<file path="src/rtl/pipe_pkg.sv">
// Shared constants and stage select type for the pipeline register chain.
// Stage indices and the SPARC nop used to fill empty stages.
package pipe_pkg;

    localparam logic [31:0] NOP_INSTR = 32'h0100_0000;

    localparam int IF_ID  = 0;
    localparam int ID_EX  = 1;
    localparam int EX_MEM = 2;
    localparam int MEM_WB = 3;

    typedef enum logic [1:0] {
        LOAD   = 2'd0,
        HOLD   = 2'd1,
        BUBBLE = 2'd2,
        KILL   = 2'd3
    } stage_ctrl_t;

endpackage

</file>
<file path="src/rtl/pipe_stage.sv">
// One pipeline register: WIDTH data bits plus a valid flag.
// Invalid contents always read back as NOP_VALUE.
module pipe_stage
    import pipe_pkg::*;
#(
    parameter int               WIDTH     = 32,
    parameter logic [WIDTH-1:0] NOP_VALUE = NOP_INSTR
) (
    input  logic             clk,
    input  logic             clr,
    input  logic             reset,
    input  stage_ctrl_t      sel,
    input  logic [WIDTH-1:0] d,
    input  logic             d_valid,
    output logic [WIDTH-1:0] q,
    output logic             q_valid
);

    always_ff @(posedge clk or negedge clr) begin
        if (!clr) begin
            q       <= NOP_VALUE;
            q_valid <= 1'b0;
        end else if (reset) begin
            q       <= NOP_VALUE;
            q_valid <= 1'b0;
        end else begin
            unique case (sel)
                LOAD: begin
                    // Invalid input never leaves stale data behind
                    q       <= d_valid ? d : NOP_VALUE;
                    q_valid <= d_valid;
                end
                HOLD: begin
                    q       <= q;
                    q_valid <= q_valid;
                end
                BUBBLE, KILL: begin
                    q       <= NOP_VALUE;
                    q_valid <= 1'b0;
                end
                default: begin
                    q       <= NOP_VALUE;
                    q_valid <= 1'b0;
                end
            endcase
        end
    end

endmodule

</file>
<file path="src/rtl/pipe_stage_chain.sv">
// DEPTH-stage pipeline register chain with hold, flush and bubble insertion.
// Optional PIPE_PERF_EN adds saturating stall/bubble counters.
module pipe_stage_chain
    import pipe_pkg::*;
#(
    parameter int               WIDTH     = 32,
    parameter int               DEPTH     = 4,
    parameter logic [WIDTH-1:0] NOP_VALUE = NOP_INSTR
) (
    input  logic                   clk,
    input  logic                   clr,
    input  logic                   reset,
    input  logic [WIDTH-1:0]       in_data,
    input  logic                   in_valid,
    output logic                   in_ready,
    input  logic [DEPTH-1:0]       hold,
    input  logic [DEPTH-1:0]       flush,
    output logic [DEPTH*WIDTH-1:0] stage_data,
    output logic [DEPTH-1:0]       stage_valid,
    output logic [WIDTH-1:0]       out_data,
    output logic                   out_valid
`ifdef PIPE_PERF_EN
    ,
    output logic [15:0]            stall_cycles,
    output logic [15:0]            bubble_count
`endif
);

    logic [DEPTH-1:0] eh;
    logic [WIDTH-1:0] sd [DEPTH];
    logic [DEPTH-1:0] sv;
    stage_ctrl_t      sel [DEPTH];

    for (genvar k = 0; k < DEPTH; k++) begin : g_stage
        // A stall anywhere downstream freezes this stage too
        assign eh[k] = |hold[DEPTH-1:k];

        if (k == 0) begin : g_head
            always_comb begin
                sel[k] = LOAD;
                unique case (1'b1)
                    flush[k]:             sel[k] = KILL;
                    (!flush[k] && eh[k]): sel[k] = HOLD;
                    default:              sel[k] = LOAD;
                endcase
            end

            pipe_stage #(.WIDTH(WIDTH), .NOP_VALUE(NOP_VALUE)) u_stage (
                .clk     (clk),
                .clr     (clr),
                .reset   (reset),
                .sel     (sel[k]),
                .d       (in_data),
                .d_valid (in_valid),
                .q       (sd[k]),
                .q_valid (sv[k])
            );
        end else begin : g_body
            always_comb begin
                sel[k] = LOAD;
                unique case (1'b1)
                    flush[k]:                           sel[k] = KILL;
                    (!flush[k] && eh[k]):               sel[k] = HOLD;
                    (!flush[k] && !eh[k] && eh[k-1]):   sel[k] = BUBBLE;
                    default:                            sel[k] = LOAD;
                endcase
            end

            pipe_stage #(.WIDTH(WIDTH), .NOP_VALUE(NOP_VALUE)) u_stage (
                .clk     (clk),
                .clr     (clr),
                .reset   (reset),
                .sel     (sel[k]),
                .d       (sd[k-1]),
                .d_valid (sv[k-1]),
                .q       (sd[k]),
                .q_valid (sv[k])
            );
        end

        assign stage_data[k*WIDTH +: WIDTH] = sd[k];
    end

    assign stage_valid = sv;
    assign out_data    = sd[DEPTH-1];
    assign out_valid   = sv[DEPTH-1];
    assign in_ready    = ~eh[0];

`ifdef PIPE_PERF_EN
    logic [DEPTH-1:0] bub;
    logic             bubble_any;

    for (genvar k = 0; k < DEPTH; k++) begin : g_bub
        assign bub[k] = (sel[k] == BUBBLE);
    end

    assign bubble_any = |bub;

    always_ff @(posedge clk or negedge clr) begin
        if (!clr) begin
            stall_cycles <= '0;
            bubble_count <= '0;
        end else if (reset) begin
            stall_cycles <= '0;
            bubble_count <= '0;
        end else begin
            if (eh[0] && in_valid && stall_cycles != 16'hFFFF)
                stall_cycles <= stall_cycles + 16'd1;
            if (bubble_any && bubble_count != 16'hFFFF)
                bubble_count <= bubble_count + 16'd1;
        end
    end
`endif

endmodule

</file>
<file path="config.mk">
export PLATFORM = sky130hd
export DESIGN_NAME = pipe_stage_chain
export DESIGN_NICKNAME = d
export VERILOG_FILES = /design/src/rtl/pipe_pkg.sv /design/src/rtl/pipe_stage.sv /design/src/rtl/pipe_stage_chain.sv
export SDC_FILE = /design/constraint.sdc
export NUM_CORES = 1
export LEC_CHECK = 0
export CAP_MARGIN = 15
export CORE_ASPECT_RATIO = 0.75
export CORE_MARGIN = 4
export CORE_UTILIZATION = 51
export CTS_CLUSTER_DIAMETER = 40
export DETAILED_ROUTE_END_ITERATION = 10
export GPL_ROUTABILITY_DRIVEN = 0
export PLACE_DENSITY = 0.89
export RECOVER_POWER = 50
export SLEW_MARGIN = 20
export SYNTH_ARGS = -nofsm -noshare
export SYNTH_HDL_FRONTEND = slang
export SYNTH_HIERARCHICAL = 1
export SYNTH_SLANG_ARGS = --single-unit
export TNS_END_PERCENT = 20
</file>
<file path="constraint.sdc">
create_clock -name clk -period 2.8 [get_ports clk]
set_clock_uncertainty 0.1 [all_clocks]
set_input_delay 0.28 -clock clk [delete_from_list [all_inputs] [get_ports clk]]
set_output_delay 0.28 -clock clk [all_outputs]
set_load 0.05 [all_outputs]
</file>
==> impl_summary.log, run 1 <==
INFO  metric result_of_the_run = finished, violations left
INFO  metric failed_checks = max-capacitance violations, max-slew violations
INFO  metric resized_cells_post_cts = 0
INFO  metric yosysUniqueCellTypes = 23
INFO  metric detailedPlacementHpwl = 12.1 mm
INFO  metric drt-initial-drc-count = 343
INFO  metric fill_cells = 858
INFO  metric grt_max_degree = 67
INFO  metric clk_transition_reported_paths = 0.06 ns
INFO  metric ff2ff_path_depth = 3
INFO  metric synth_area_per_cell = approximately 11 um2
INFO  metric worst-endpoint-required = approximately 3 ns
INFO  metric global_route_overflow = 0
INFO  metric vias_in_the_first_global_route = 5150
INFO  metric critical_path.max_fanout = 50
INFO  metric die_area = 0.0151 mm2
INFO  metric timing.final.hold_violations = 0
INFO  metric initial_core_util = a little over half
INFO  metric yosysSeqAreaShare = 49.3%
INFO  metric reg2reg_to = g_stage[3].g_body.u_stage/q[24]
INFO  metric antenna_found_initial = 0
INFO  metric diodes = 0
INFO  metric iteration_count_of_the_initial_detailed_routing_pass = 5
INFO  metric timing.reg2reg.setup_slack = approximately 1.6 ns
INFO  metric power_density = 492 mW/mm2
INFO  metric num_io_pins = between 200 and 250
INFO  metric syn_inst = 633
INFO  metric max_freq = 0.444 GHz
INFO  metric arrival = 2.46 ns
INFO  metric postLayoutCoreUtil = about 70%
INFO  metric nNetsFinal = around 830
INFO  metric port_buffers = about 210
INFO  metric rsz_0062_raised_after_global_routing = no
INFO  metric postSynthNetCount = 677
INFO  metric clock_insertion_delay_worst_skew = around 0.4 ns
INFO  metric tritoncts = done
INFO  metric worstHoldStart = in_data[14]
INFO  metric final_max_slew_viol_count = between 60 and 70
INFO  metric grt_usage = between 20% and 30%
INFO  metric detailroute.via_count = 5136
INFO  metric end_kind = flip-flop
INFO  metric syn-cell-area = between 0.006 and 0.007 mm2
INFO  metric clk_root_buffer_cell = sky130_fd_sc_hd__clkbuf_16
INFO  metric routed_wire_length = between 15 and 20 mm
INFO  metric clock_tree.htree_level_count = 4
INFO  metric finalCritPeriodShare = around four fifths
INFO  metric rows = 35
INFO  metric via_per_instance_ratio = about 5.4
INFO  metric cp-start-kind = input port
INFO  metric max-clock-path-buffers = 2
INFO  metric area_growth_syn_to_layout = 34.0%
INFO  metric ant_nets = 0
INFO  metric reg2reg_launch_point = g_stage[2].g_body.u_stage/q_valid
INFO  metric vdd_ir_drop_max = roughly 0.46 mV
INFO  metric layout_commonest_cell = sky130_fd_sc_hd__clkdlybuf4s50_1
INFO  metric finalWorstPathRequiredPeriod = about 2.3 ns
INFO  metric cap_viol_max_count = 1
INFO  metric dieWidth = roughly 140 um
INFO  metric drcViolationCount = 0
INFO  metric finalSetupViolCount = 0
INFO  metric worst_hold_path.endpoint = g_stage[0].g_head.u_stage/q[14]
INFO  metric total_leakage_power = ~3.4 nW
INFO  metric fraction_of_layout_instances_using_a_drive_strength_above_1 = 19.5%
INFO  metric chipHeight = 107 um
INFO  metric timing.max_slew.rel_slack = -12.8%
INFO  metric min-delay-path-class = in -> reg
INFO  metric grt_pass1_wl = between 20 and 30 mm
INFO  metric synth-seq-cells = roughly 130
INFO  metric clock_sink_count = approximately 130
INFO  metric commonest_cells_after_routing_fill_and_taps_aside = sky130_fd_sc_hd__clkdlybuf4s50_1, sky130_fd_sc_hd__dfrtp_1, sky130_fd_sc_hd__nand2_1, sky130_fd_sc_hd__nand3b_1, sky130_fd_sc_hd__a21oi_2
INFO  metric crit_type = in -> reg
INFO  metric floorplan.core_area = about 0.013 mm2
INFO  metric yosysWarningCount = 6
INFO  metric worstMarginPinSlew = 1.69 ns
INFO  metric totalNegativeSetupSlack = 0 ns
INFO  metric wl_per_cell = about 18 um
INFO  metric hold-path-cell-count = 3
INFO  metric tritoncts.num_buffers = 17
==> metrics by stage <==
step / hold slack (ns) / instances / area (um2) / worst slack [ns] / power (W)
after floorplan: -0.116 / 633 / 6710 / 0.555 / 0.00209
after global placement: 0.207 / 927 / 8440 / 0.475 / 0.00218
after detailed placement: 0.226 / 927 / 8440 / 0.384 / 0.00219
after CTS: 0.348 / 960 / 9070 / 0.620 / 0.00447
after global routing: 0.353 / 960 / 8990 / 0.395 / 0.00457
final: 0.357 / 960 / 8990 / 0.549 / 0.00443
==> layer usage <==
layer | wire length (um) | global-route usage [%] | vias up
li1 | - | - | 2420
met1 | 7650 | 32.6 | 2478
met2 | 7850 | 34.8 | 213
met3 | 970 | 4.13 | 25
met4 | 357 | 8.44 | 0
met5 | 0 | 0 | -
==> critical path, stage by stage <==
cell                              delay (ns)
sky130_fd_sc_hd__clkdlybuf4s50_1        0.49
sky130_fd_sc_hd__nor4_1                 0.57
sky130_fd_sc_hd__nand2b_1               0.42
sky130_fd_sc_hd__buf_12                 0.30
sky130_fd_sc_hd__nand3b_1               0.18
sky130_fd_sc_hd__a21oi_1                0.21
==> worst max path at each step <==
stage          cells past startpoint                             from  slack [ns]                              end
6_report                           6                          hold[3]        0.55  g_stage[0].g_head.u_stage/q[20]
5_1_grt                            3                              clr        0.40  g_stage[3].g_body.u_stage/q[31]
4_1_cts                            1  g_stage[1].g_body.u_stage/q[24]        0.62                   stage_data[56]
3_5_place_dp                       4                          hold[3]        0.38  g_stage[2].g_body.u_stage/q[17]
3_3_place_gp                       4                          hold[3]        0.47   g_stage[2].g_body.u_stage/q[6]
2_1_floorplan                      6                          hold[3]        0.56   g_stage[0].g_head.u_stage/q[0]
==> synth_stat cells (all sizes together) <==
master / number / area, um2
dfrtp: 128 / 3200
mux2i: 4 / 40.0
nand2: 124 / 465
nand2b: 2 / 12.5
nor3: 1 / 5.00
nand3b: 124 / 931
nor3b: 4 / 30.0
buf: 93 / 708
inv: 1 / 3.75
nor2b: 4 / 25.0
or2: 5 / 31.3
nor2: 5 / 18.8
a21o: 3 / 22.5
a21oi: 124 / 1060
o21bai: 4 / 30.0
nor4: 1 / 12.5
dfstp: 4 / 105
or3: 1 / 6.26
clkbuf: 1 / 3.75
==> area by class of cell <==
class                           count  area, um2  share of cell area [%]
Sequential cell                   132       3310                    36.8
Multi-Input combinational cell    406       2620                    29.2
Timing Repair Buffer              223       2230                    24.8
Clock buffer                       21        470                    5.23
Tap cell                          166        208                    2.31
Clock inverter                     11        151                    1.68
Inverter                            1       3.75                  0.0417
==> repair_timing <==
action                                  in CTS  in global routing
endpoints found under the setup margin       0                  0
hold endpoints to repair                    62                  0
setup buffers                                0                  0
hold buffers                                 1                  0
==> power breakdown <==
group	internal (W)	switching [W]	total, W
Sequential	0.00191	0.00000132	0.00191
Clock	0.00147	0.000808	0.00228
Combinational	0.0000959	0.000139	0.000234
==> state kept, by name (all words and copies together) (netlist names) <==
register	cells
g_stage.g_body.u_stage/q	96
g_stage.g_head.u_stage/q	32
g_stage.g_body.u_stage/q_valid	3
g_stage.g_head.u_stage/q_valid	1
==> logic make-up (layout without fill, tap and decap cells) <==
kind of cell / after synthesis / after routing / synth area share (%)
flip-flops: 132 / 132 / 49.3
AO/OA/AOI/OAI: 131 / 131 / 16.5
multiplexers: 4 / 4 / 0.597
AND/OR/NAND/NOR: 271 / 271 / 22.9
buffers and inverters: 95 / 256 / 10.7
No activity file was read; power rests on OpenSTA's default activity.
==> run 2, diff against run 1 <==
CORE_UTILIZATION = 47   (was 51)
PLACE_DENSITY = 0.83   (was 0.89)
clock period = 2.1 ns   (was 2.8 ns; I/O delays follow)
==> impl_summary.log, run 2 (same netlist as run 1, synthesis figures left out) <==
INFO  metric tritoncts = done
INFO  metric cts.repair_timing.setup_buffer_count = 0
INFO  metric timing.max_slew.rel_slack = between 40% and 50%
INFO  metric rsz_0062_raised_after_global_routing = no
INFO  metric routed_wire_length = roughly 17 mm
INFO  metric worst-endpoint-required = about 1.8 ns
INFO  metric global_route_overflow = 0
INFO  metric layout_commonest_cell = sky130_fd_sc_hd__clkdlybuf4s50_1
INFO  metric die_area = roughly 0.016 mm2
INFO  metric vdd_ir_drop_max = 0.558 mV
INFO  metric cp_cell_sequence = clkdlybuf4s50_1
INFO  metric crit_type = reg -> out
INFO  metric clock_insertion_delay_worst_skew = just over 0.4 ns
INFO  metric nNetsFinal = roughly 830
INFO  metric cap_viol_max_count = 0
INFO  metric finalCritPeriodShare = 94.9%
INFO  metric wl_per_cell = 17.3 um
INFO  metric via_per_instance_ratio = ~5.2
INFO  metric max-clock-path-buffers = 2
INFO  metric rows = 37
INFO  metric grt_max_degree = between 60 and 70
INFO  metric timing.reg2reg.setup_slack = about 0.66 ns
INFO  metric iteration_count_of_the_initial_detailed_routing_pass = 5
INFO  metric drt-initial-drc-count = approximately 230
INFO  metric top_register = g_stage.g_body.u_stage/q
INFO  metric worstMarginPinSlew = slightly below 0.8 ns
INFO  metric num_io_pins = 210
INFO  metric ff2ff_path_depth = 3
INFO  metric initial_core_util = about half
INFO  metric clk_transition_reported_paths = about 0.05 ns
INFO  metric grt_pass1_wl = 27.6 mm
INFO  metric critical_path.max_fanout = 3
INFO  metric max_freq = roughly 0.5 GHz
INFO  metric end_kind = primary output
INFO  metric total_leakage_power = ~3.3 nW
INFO  metric reg2reg_to = g_stage[1].g_body.u_stage/q[20]
INFO  metric detailedPlacementHpwl = about 12 mm
INFO  metric chipHeight = 111 um
INFO  metric drcViolationCount = 0
INFO  metric grt.busiest_layer = met1
INFO  metric port_buffers = 209
INFO  metric critical-path-slowest-cell = sky130_fd_sc_hd__clkdlybuf4s50_1
INFO  metric grt_usage = between 20% and 30%
INFO  metric finalWorstPathRequiredPeriod = between 1.5 and 2 ns
INFO  metric result_of_the_run = completed
INFO  metric largest_register_ff_count = 96
INFO  metric antenna_found_initial = 0
INFO  metric clock_tree.htree_level_count = 4
INFO  metric area_growth_syn_to_layout = 35.5%
INFO  metric timing.final.hold_violations = 0
INFO  metric min-delay-path-class = in -> async
INFO  metric vias_in_the_first_global_route = 4998
INFO  metric totalNegativeSetupSlack = 0 ns
INFO  metric clk_root_buffer_cell = sky130_fd_sc_hd__clkbuf_16
INFO  metric biggestRegsByFlops = g_stage.g_body.u_stage/q (96), g_stage.g_head.u_stage/q (32), g_stage.g_body.u_stage/q_valid (3)
INFO  metric finalSetupViolCount = 0
INFO  metric reg2reg_launch_point = g_stage[0].g_head.u_stage/q_valid
INFO  metric final_max_slew_viol_count = 0
INFO  metric finalHoldWorstSlack = roughly 0.26 ns
INFO  metric dieWidth = 146 um
INFO  metric met2_usage = a little under a third
INFO  metric arrival = between 1.5 and 2 ns
INFO  metric detailroute.via_count = roughly 5000
INFO  metric clock_sink_count = ~130
INFO  metric crit_family = buffers and inverters
INFO  metric fraction_of_layout_instances_using_a_drive_strength_above_1 = a little over a fifth
INFO  metric power_density = a little over 600 mW/mm2
INFO  metric cp-start-kind = flip-flop
INFO  metric commonest_cells_after_routing_fill_and_taps_aside = sky130_fd_sc_hd__clkdlybuf4s50_1, sky130_fd_sc_hd__dfrtp_1, sky130_fd_sc_hd__nand2_1, sky130_fd_sc_hd__nand3b_1, sky130_fd_sc_hd__a21oi_2
INFO  metric grt_use_met3 = about 5.8%
INFO  metric ant_nets = 0
INFO  metric diodes = 0
INFO  metric floorplan.core_area = 0.0138 mm2
INFO  metric cp_num_buf_inv = 1
INFO  metric tritoncts.num_buffers = 17
INFO  metric crit_path_max_incr_delay = ~0.85 ns
INFO  metric globalRouteMet1Util = approximately 30%
## run 2: cell types whose count changed in the layout (fill, tap and decap cells not counted), moves of 3 or more
cell                              before  now
sky130_fd_sc_hd__dlygate4sd3_1        24    2
sky130_fd_sc_hd__clkdlybuf4s50_1     184  198
sky130_fd_sc_hd__clkbuf_1              2   10
sky130_fd_sc_hd__buf_12                3    9
sky130_fd_sc_hd__a21oi_1              24   19
sky130_fd_sc_hd__a21oi_2             100  105
sky130_fd_sc_hd__clkbuf_8              3    7
sky130_fd_sc_hd__clkinvlp_4            4    0
sky130_fd_sc_hd__bufinv_16             3    0
sky130_fd_sc_hd__clkbuf_4              0    3
sky130_fd_sc_hd__clkinv_4              3    0
## run 2: power breakdown
group          internal [W]  leakage [nW]  total (W)  switching [W]
Combinational      0.000142          1.23   0.000335       0.000193
Sequential          0.00255          1.83    0.00255     0.00000168
Clock               0.00172         0.277    0.00272       0.000993
## run 2: timing repair
action                                  in CTS  in global routing
endpoints found under the setup margin       2                  2
gates resized for setup                      2                  2
endpoints found under the hold margin       58                  0
hold buffers                                 1                  0
pin swaps                                    0                  0
## run 2: worst max path at each step
stage	cells after the start	start	to
after global placement	5	hold[3]	g_stage[2].g_body.u_stage/q[18]
after global routing	1	g_stage[2].g_body.u_stage/q[29]	stage_data[93]
after floorplan	6	hold[3]	g_stage[0].g_head.u_stage/q[0]
after CTS	1	g_stage[3].g_body.u_stage/q[24]	out_data[24]
final	1	g_stage[1].g_body.u_stage/q[11]	stage_data[43]
after detailed placement	5	hold[3]	g_stage[2].g_body.u_stage/q[0]
## run 2: layout make-up
| class | instances | area [um2] |
|---|---|---|
| Clock buffer | 29 | 541 |
| Clock inverter | 3 | 15.0 |
| Fill cell | 1045 | 4750 |
| Inverter | 1 | 3.75 |
| Multi-Input combinational cell | 406 | 2660 |
| Sequential cell | 132 | 3310 |
| Tap cell | 175 | 219 |
| Timing Repair Buffer | 232 | 2350 |
## run 2: metrics by stage
stage	power (W)	setup slack [ns]	utilization (%)	area [um2]	instances
2_1_floorplan	0.00279	0.297	-	6720	633
3_3_place_gp	0.00293	0.106	62.3	8630	945
3_5_place_dp	0.00294	0.0528	62.3	8630	945
4_1_cts	0.00566	0.00957	66.4	9190	978
5_1_grt	0.00580	0.0580	65.7	9090	978
6_report	0.00560	0.108	65.7	9090	978
## run 2: layer usage
| layer | routed length (um) | vias up | part of all wire [%] |
|---|---|---|---|
| met4 | 306 | 0 | 1.8 |
| met5 | 0 | - | 0 |
| met1 | 8030 | 2475 | 47 |
| li1 | - | 2427 | - |
| met2 | 7580 | 184 | 45 |
| met3 | 1060 | 23 | 6.2 |
==> run 3, diff against run 2 <==
PLACE_DENSITY = 0.81   (was 0.83)
==> impl_summary.log, run 3 (same netlist as run 1, synthesis figures left out) <==
INFO  metric grt_usage = between 20% and 30%
INFO  metric max_freq = ~0.5 GHz
INFO  metric die_area = ~0.016 mm2
INFO  metric cp_cell_sequence = clkdlybuf4s50_1
INFO  metric worstHoldStart = in_data[8]
INFO  metric fraction_of_layout_instances_using_a_drive_strength_above_1 = 20.8%
INFO  metric nNetsFinal = 832
INFO  metric wl_per_cell = approximately 18 um
INFO  metric cap_viol_max_count = 0
INFO  metric diodes = 0
INFO  metric via_per_instance_ratio = 5.19
INFO  metric rows = 37
INFO  metric totalNegativeSetupSlack = 0 ns
INFO  metric area_growth_syn_to_layout = 34.7%
INFO  metric detailedPlacementHpwl = ~13 mm
INFO  metric power_density = 612 mW/mm2
INFO  metric min-delay-path-class = in -> reg
INFO  metric crit_type = reg -> out
INFO  metric drt-initial-drc-count = roughly 400
INFO  metric biggestRegsByFlops = g_stage.g_body.u_stage/q (96), g_stage.g_head.u_stage/q (32), g_stage.g_body.u_stage/q_valid (3)
INFO  metric antenna_found_initial = 0
INFO  metric tritoncts = done
INFO  metric global_route_overflow = 0
INFO  metric arrival = about 1.7 ns
INFO  metric tritoncts.num_buffers = 17
INFO  metric totalPowerFinal = about 0.0055 W
INFO  metric cp-start-kind = flip-flop
INFO  metric worstMarginPinSlew = approximately 1.2 ns
INFO  metric chipHeight = around 110 um
INFO  metric crit_family = buffers and inverters
INFO  metric vdd_ir_drop_max = approximately 0.53 mV
INFO  metric clk_transition_reported_paths = ~0.050 ns
INFO  metric total_leakage_power = around 3.3 nW
INFO  metric finalCritPeriodShare = between 90% and 100%
INFO  metric fill_cells = about 1100
INFO  metric result_of_the_run = completed
INFO  metric finalWorstPathRequiredPeriod = about 2 ns
INFO  metric top_register = g_stage.g_body.u_stage/q
INFO  metric hold-path-cell-count = 3
INFO  metric rsz_0062_raised_after_global_routing = no
INFO  metric final_max_slew_viol_count = 0
INFO  metric ant_nets = 0
INFO  metric worst_hold_path.endpoint = g_stage[0].g_head.u_stage/q[8]
INFO  metric max-clock-path-buffers = 2
INFO  metric commonest_cells_after_routing_fill_and_taps_aside = sky130_fd_sc_hd__clkdlybuf4s50_1, sky130_fd_sc_hd__dfrtp_1, sky130_fd_sc_hd__nand2_1, sky130_fd_sc_hd__nand3b_1, sky130_fd_sc_hd__a21oi_2
INFO  metric floorplan.core_area = around 0.014 mm2
INFO  metric timing.reg2reg.setup_slack = ~0.63 ns
INFO  metric critical-path-slowest-cell = sky130_fd_sc_hd__clkdlybuf4s50_1
INFO  metric finalHoldWorstSlack = roughly 0.29 ns
INFO  metric grt_pass1_wl = 27.9 mm
INFO  metric num_io_pins = 210
INFO  metric clock_insertion_delay_worst_skew = about 0.4 ns
INFO  metric regArea = 0.00331 mm2
INFO  metric initial_core_util = roughly half
INFO  metric crit_path_max_incr_delay = roughly 0.84 ns
INFO  metric port_buffers = about 210
INFO  metric multi_input_comb_area = 0.00266 mm2
INFO  metric iteration_count_of_the_initial_detailed_routing_pass = 7
INFO  metric dieWidth = 146 um
INFO  metric clock_sink_count = approximately 130
INFO  metric post_dp_cell_area = approximately 0.0086 mm2
INFO  metric ff2ff_path_depth = 3
INFO  metric critical_path.max_fanout = 3
INFO  metric detailroute.via_count = 5057
INFO  metric largest_register_ff_count = between 90 and 100
INFO  metric reg2reg_launch_point = g_stage[2].g_body.u_stage/q_valid
INFO  metric vias_in_the_first_global_route = slightly above 5000
INFO  metric timing.final.hold_violations = 0
INFO  metric routed_wire_length = 17.3 mm
INFO  metric end_kind = primary output
INFO  metric clk_root_buffer_cell = sky130_fd_sc_hd__clkbuf_16
INFO  metric finalSetupViolCount = 0
INFO  metric layout_commonest_cell = sky130_fd_sc_hd__clkdlybuf4s50_1
INFO  metric worst-endpoint-required = 1.79 ns
INFO  metric clock_tree.htree_level_count = 4
INFO  metric grt_max_degree = 66
INFO  metric postLayoutCellArea = about 0.009 mm2
INFO  metric cp_num_buf_inv = 1
INFO  metric timing.max_slew.rel_slack = 19.7%
INFO  metric reg2reg_to = g_stage[3].g_body.u_stage/q[27]
INFO  metric drcViolationCount = 0
-- run 3: worst register-to-register path, cell delays in order, from the launching register on --
cell and delay, ns:
sky130_fd_sc_hd__dfrtp_1 0.31, sky130_fd_sc_hd__clkbuf_2 0.58, sky130_fd_sc_hd__nand3b_1 0.22, sky130_fd_sc_hd__a21oi_2 0.18
-- run 3: worst max-delay path by stage --
stage                     cells past startpoint                            start                               to
after floorplan                               6                          hold[3]   g_stage[0].g_head.u_stage/q[0]
after global placement                        5                          hold[3]   g_stage[2].g_body.u_stage/q[4]
after detailed placement                      5                          hold[3]   g_stage[2].g_body.u_stage/q[2]
after CTS                                     1  g_stage[2].g_body.u_stage/q[24]                   stage_data[88]
after global routing                          3                              clr  g_stage[2].g_body.u_stage/q[11]
final                                         1  g_stage[1].g_body.u_stage/q[29]                   stage_data[61]
-- run 3: power by group --
group | switching, W | internal [W]
clock network | 0.000978 | 0.00167
registers | 0.00000167 | 0.00255
logic | 0.000194 | 0.000139
total | 0.00117 | 0.00435
-- run 3: final cells by class --
class,count,area share [%]
Sequential cell,132,36.6
Clock buffer,24,5.22
Timing Repair Buffer,230,25.6
Inverter,1,0.0415
Multi-Input combinational cell,406,29.5
Tap cell,175,2.42
Clock inverter,6,0.609
-- run 3: layer usage --
layer	share of wire, %	up-vias	track usage (%)
li1	-	2421	-
met1	48	2453	30.3
met2	46	167	32.3
met3	5.3	16	5.09
met4	1.2	0	5.33
met5	0	-	0
-- run 3: what timing repair did --
action,4_1_cts,5_1_grt
hold endpoints to repair,42,0
hold buffers,1,0
gates resized for setup,0,4
setup endpoints to repair,0,4
setup buffers,0,0
-- run 3: stage by stage --
step                      util, %  setup WS, ns  cells
after CTS                    66.2       0.00423    974
after global placement       62.3         0.126    943
after global routing         65.3        0.0601    974
after detailed placement     62.3        0.0173    943
after floorplan                 -         0.297    633
final                        65.3         0.120    974
==> patch 1 (settings of run 2) <==
The option `PIPE_PERF_EN` is turned on by a define.
--- a/src/rtl/pipe_stage_chain.sv
+++ b/src/rtl/pipe_stage_chain.sv
@@ -1,5 +1,7 @@
 // DEPTH-stage pipeline register chain with hold, flush and bubble insertion.
 // Optional PIPE_PERF_EN adds saturating stall/bubble counters.
+`define PIPE_PERF_EN
+
 module pipe_stage_chain
     import pipe_pkg::*;
 #(
Check against the original RTL (old outputs only; new: bubble_count and stall_cycles): equivalent (Yosys induction, for registers that start in step).
==> patch 1 against run 2 <==
  * Routed wire length grew 36%
  * Power grew 22%
  * Final area grew 27%
  * Synthesized area grew 27%
  * Die area grew 26%
  * Worst setup slack lost 0.068 ns
  * Sequential cell count grew 32
  * Critical endpoint is now out_data[24]
==> patch 1: results (changes against run 2) <==
| Metric | Value |
|---|---|
| Post-DP HPWL | `16,890 um (+37%)` |
| Vias in the first global route | `6,533 (+31%)` |
| Post-layout nets | `1,083 (+30%)` |
| Initial drt markers | `546 (+130%)` |
| Commonest cells in the netlist | `160 x dfrtp_1, 138 x nand2_1, 125 x nand3b_1` |
| I/O Buffers | `241 (+15%)` |
| Arr. time, crit path | `1.75 ns (+0.07 ns)` |
| GRT Util Overall | `0.2228 (+0.01398)` |
| Layout cells sized above 1 | `0.2095 (+0.0003084)` |
| First-pass GRT wire length | `36,320 um (+32%)` |
| Mapped Avg Cell Area | `10.35 sq um (-2.3%)` |
| Vias | `6,730 (+32%)` |
| Ant diodes | `0 (unchanged)` |
| WL final | `23,020 um (+36%)` |
| Synth area leaders | `dfrtp_1 47%, a21oi_2 12%, nand3b_1 11%` |
| Post-synthesis cell type count | `47 (+100%)` |
| Largest registers | `g_stage.g_body.u_stage/q (96), g_stage.g_head.u_stage/q (32)` |
| Worst slack, placed | `-0.4343 ns (-0.4871 ns)` |
| Post-Place Cell Area | `11,080 sq um (+28%)` |
| Slowest stage delay, CP | `0.80 ns (-0.05 ns)` |
| Relative slew margins | `0.2300 (-0.2441)` |
| Number of buffers created by CTS | `17 (unchanged)` |
| Maximum vdd drop | `492.3 uV (-12%)` |
| Initial antenna violation count | `0 (unchanged)` |
| Placed Cells | `1,259 (+33%)` |
| Leakage power | `4.346 nW (+30%)` |
| Status | `finished, final reports clean` |
| Syn Nets | `872 (+29%)` |
-- patch 1: area by class of cell --
cell class	instances	area [sq um]
repair buffers	295	2897
multi-input cells	553	3633
clock inverters	13	147.6
clock buffers	19	452.9
inverters	6	22.52
flip-flops and latches	164	4113
fillers	1466	6193
well taps	242	302.8
-- patch 1: metal layers --
metal,GRT usage,wire length (um),vias up
met5,0,0,-
li1,-,-,3216
met4,0.07347,517,0
met3,0.03473,1234,34
met2,0.3170,10040,239
met1,0.3454,11230,3241
-- patch 1: logic make-up (layout without fill, tap and decap cells) --
kind of cell	Yosys count	in the layout	synth area share
xor+xnor	22	22	0.02253
buf+inv	109	333	0.09145
compound gates	152	152	0.1512
flops	164	164	0.4805
simple gates	365	365	0.2368
mux	12	12	0.01463
fa+ha+maj	2	2	0.002926
-- patch 1: path summary, 6_finish.rpt --
path                                                     end  depth (start not counted)  slack [ns]                              start
setup / recovery                                out_data[24]                          1        0.04    g_stage[3].g_body.u_stage/q[24]
hold reg to reg            g_stage[2].g_body.u_stage/q_valid                          2        0.42  g_stage[2].g_body.u_stage/q_valid
hold / removal                g_stage[0].g_head.u_stage/q[9]                          3        0.27                         in_data[9]
setup reg to reg                            bubble_count[13]                          5        0.10                    bubble_count[0]
max in group asynchronous    g_stage[3].g_body.u_stage/q[28]                          3        0.28                                clr
min in group asynchronous                    bubble_count[0]                          2        0.45                                clr
-- patch 1: stage by stage --
| stage | total power [W] | setup TNS, ns |
|---|---|---|
| floorplan | 0.003504 | -0.5282 |
| global placement | 0.003726 | -3.962 |
| detailed placement | 0.003730 | -6.625 |
| CTS | 0.006891 | 0 |
| global route | 0.007034 | -0.0007720 |
| finish | 0.006811 | 0 |
-- patch 1: what timing repair did --
action	4_1_cts	5_1_grt
pin swaps	0	0
endpoints found under the hold margin	62	0
setup buffers	0	0
gates resized for setup	3	4
hold buffers	1	0
setup endpoints to repair	3	4
-- patch 1: report_power, final --
group	switching, W	leakage (nW)	total (W)	internal, W
combinational	0.000280	1.78	0.000475	0.000195
clock	0.00132	0.295	0.00315	0.00184
sequential	0.0000127	2.27	0.00318	0.00317
==> patch 2 (flow settings as in run 2) <==
Without the edit above. `WIDTH` is set to 32 in 2 places; all go to 64.
--- a/src/rtl/pipe_stage.sv
+++ b/src/rtl/pipe_stage.sv
@@ -3,7 +3,7 @@
 module pipe_stage
     import pipe_pkg::*;
 #(
-    parameter int               WIDTH     = 32,
+    parameter int               WIDTH     = 64,
     parameter logic [WIDTH-1:0] NOP_VALUE = NOP_INSTR
 ) (
     input  logic             clk,
--- a/src/rtl/pipe_stage_chain.sv
+++ b/src/rtl/pipe_stage_chain.sv
@@ -3,7 +3,7 @@
 module pipe_stage_chain
     import pipe_pkg::*;
 #(
-    parameter int               WIDTH     = 32,
+    parameter int               WIDTH     = 64,
     parameter int               DEPTH     = 4,
     parameter logic [WIDTH-1:0] NOP_VALUE = NOP_INSTR
 ) (
Ports: changed (resized in_data, out_data and stage_data); port bits go from 210 to 402. The function was not compared with the original's and may differ.
==> patch 2 against run 2 <==
  * Synthesized area up 91%
  * Die area grew 85%
  * Final area rose by 93%
  * Routed wire length is 120% higher
  * Final cell count grew 95%
  * Worst setup slack worse by 0.068 ns
  * Non-clock buffer count rose by 205
  * Power is 110% higher
  * Sequential cell count up 128
  * Via count is 99% higher
  * Largest cell class unchanged
==> patch 2: results (changes against run 2) <==
| Metric | Value |
|---|---|
| Status | `finished, final reports clean` |
| Post-synthesis cell type count | `22 (-4.3%)` |
| Relative slew margins | `0.06067 (-0.4134)` |
| Largest net degree at the start of global routing | `68 (+1.5%)` |
| First-pass GRT wire length | `56,260 um (+100%)` |
| Seq/Total Area, Yosys | `0.5073 (+0.01425)` |
| Fillers | `2,152 (+110%)` |
| Vias | `10,151 (+99%)` |
| GR Util met1 | `0.3134 (+0.008696)` |
| GRT Util Overall | `0.2327 (+0.02397)` |
| Post-DP HPWL | `25,990 um (+110%)` |
| Syn Nets | `1,305 (+93%)` |
| Largest registers | `g_stage.g_body.u_stage/q (192), g_stage.g_head.u_stage/q (64), g_stage.g_body.u_stage/q_valid (3)` |
| Htree depth | `2 (-2)` |
| Clk_lat worst skew | `0.49 ns (+0.08 ns)` |
| Maximum vdd drop | `544.4 uV (-2.4%)` |
| Worst reg2reg path endpoint | `g_stage[1].g_body.u_stage/q[26]` |
| Met3 usage | `0.04937 (-0.008811)` |
| Commonest cells in the netlist | `256 x dfrtp_1, 252 x nand2_1, 252 x nand3b_1` |
| Leakage power | `6.911 nW (+110%)` |
| Setup slack, reg-to-reg | `0.75 ns (+0.09 ns)` |
| M2 GR Usage | `0.3798 (+0.07820)` |
| Hold WC Path Type | `in2reg` |
| Sw frac | `0.2277 (+0.01569)` |
| Arr. time, crit path | `1.75 ns (+0.07 ns)` |
| Number of buffers created by CTS | `36 (+19)` |
| Layout cells sized above 1 | `0.1625 (-0.04674)` |
| WL final | `36,610 um (+120%)` |
| Max Root-Sink Buffers | `3 (+1)` |
| Post-layout nets | `1,602 (+92%)` |
[patch 2: final cells by class]
class | count | area, sq um | share of cell area
sequential | 260 | 6515 | 0.3710
multi-input combinational | 790 | 4893 | 0.2787
timing repair buffer | 437 | 4529 | 0.2579
clock buffer | 46 | 999.7 | 0.05693
tap | 351 | 439.2 | 0.02501
clock inverter | 17 | 176.4 | 0.01005
inverter | 1 | 3.754 | 0.0002138
antenna | 1 | 2.502 | 0.0001425
[patch 2: cell families (layout without fill, tap and decap cells)]
group	after synthesis	after routing	share of synthesized area
AOI/OAI and AO/OA	259	259	0.1608
DFF	260	260	0.5073
and+or+nand+nor	527	527	0.2321
muxes	4	4	0.003119
other	0	1	0
buffers and inverters	179	501	0.09670
[patch 2: repair_timing]
action                                  CTS  global route
resized for setup                         6            25
hold buffers                              1             0
endpoints found under the setup margin    6            27
hold endpoints to repair                202             0
[patch 2: worst max path at each step]
stage | start | end | depth (start not counted)
after CTS | g_stage[2].g_body.u_stage/q[2] | stage_data[130] | 1
after global routing | clr | g_stage[0].g_head.u_stage/q[10] | 3
after detailed placement | hold[3] | g_stage[0].g_head.u_stage/q[13] | 6
after floorplan | hold[3] | g_stage[0].g_head.u_stage/q[0] | 6
final | g_stage[3].g_body.u_stage/q[10] | stage_data[202] | 1
after global placement | hold[3] | g_stage[1].g_body.u_stage/q_valid | 7
[patch 2: power by group through the flow]
| stage | combinational [W] | clock, W | sequential, W |
|---|---|---|---|
| 2_1_floorplan | 0.000318 | 0 | 0.00512 |
| 3_3_place_gp | 0.000658 | 0 | 0.00511 |
| 3_5_place_dp | 0.000667 | 0 | 0.00511 |
| 4_1_cts | 0.000670 | 0.00604 | 0.00502 |
| 5_1_grt | 0.000680 | 0.00630 | 0.00502 |
| 6_report | 0.000625 | 0.00591 | 0.00502 |
[patch 2: through the flow]
| stage | setup WS (ns) | total power, W | hold slack (ns) | area, sq um | std cells |
|---|---|---|---|---|---|
| 6_report | 0.04008 | 0.01155 | 0.1138 | 17560 | 1903 |
| 5_1_grt | 0.0006340 | 0.01200 | 0.1157 | 17560 | 1903 |
| 4_1_cts | 0.001406 | 0.01173 | 0.09596 | 17820 | 1902 |
| 3_5_place_dp | 0.02452 | 0.005775 | 0.08655 | 16640 | 1838 |
| 3_3_place_gp | 0.07682 | 0.005766 | 0.07439 | 16640 | 1838 |
| 2_1_floorplan | 0.2563 | 0.005438 | -0.1856 | 12840 | 1229 |
[patch 2: per-layer routing]
layer | share of wire | wire [um]
met4 | 0.031 | 1145
met2 | 0.49 | 17810
met5 | 0 | 0
met3 | 0.059 | 2149
met1 | 0.42 | 15500
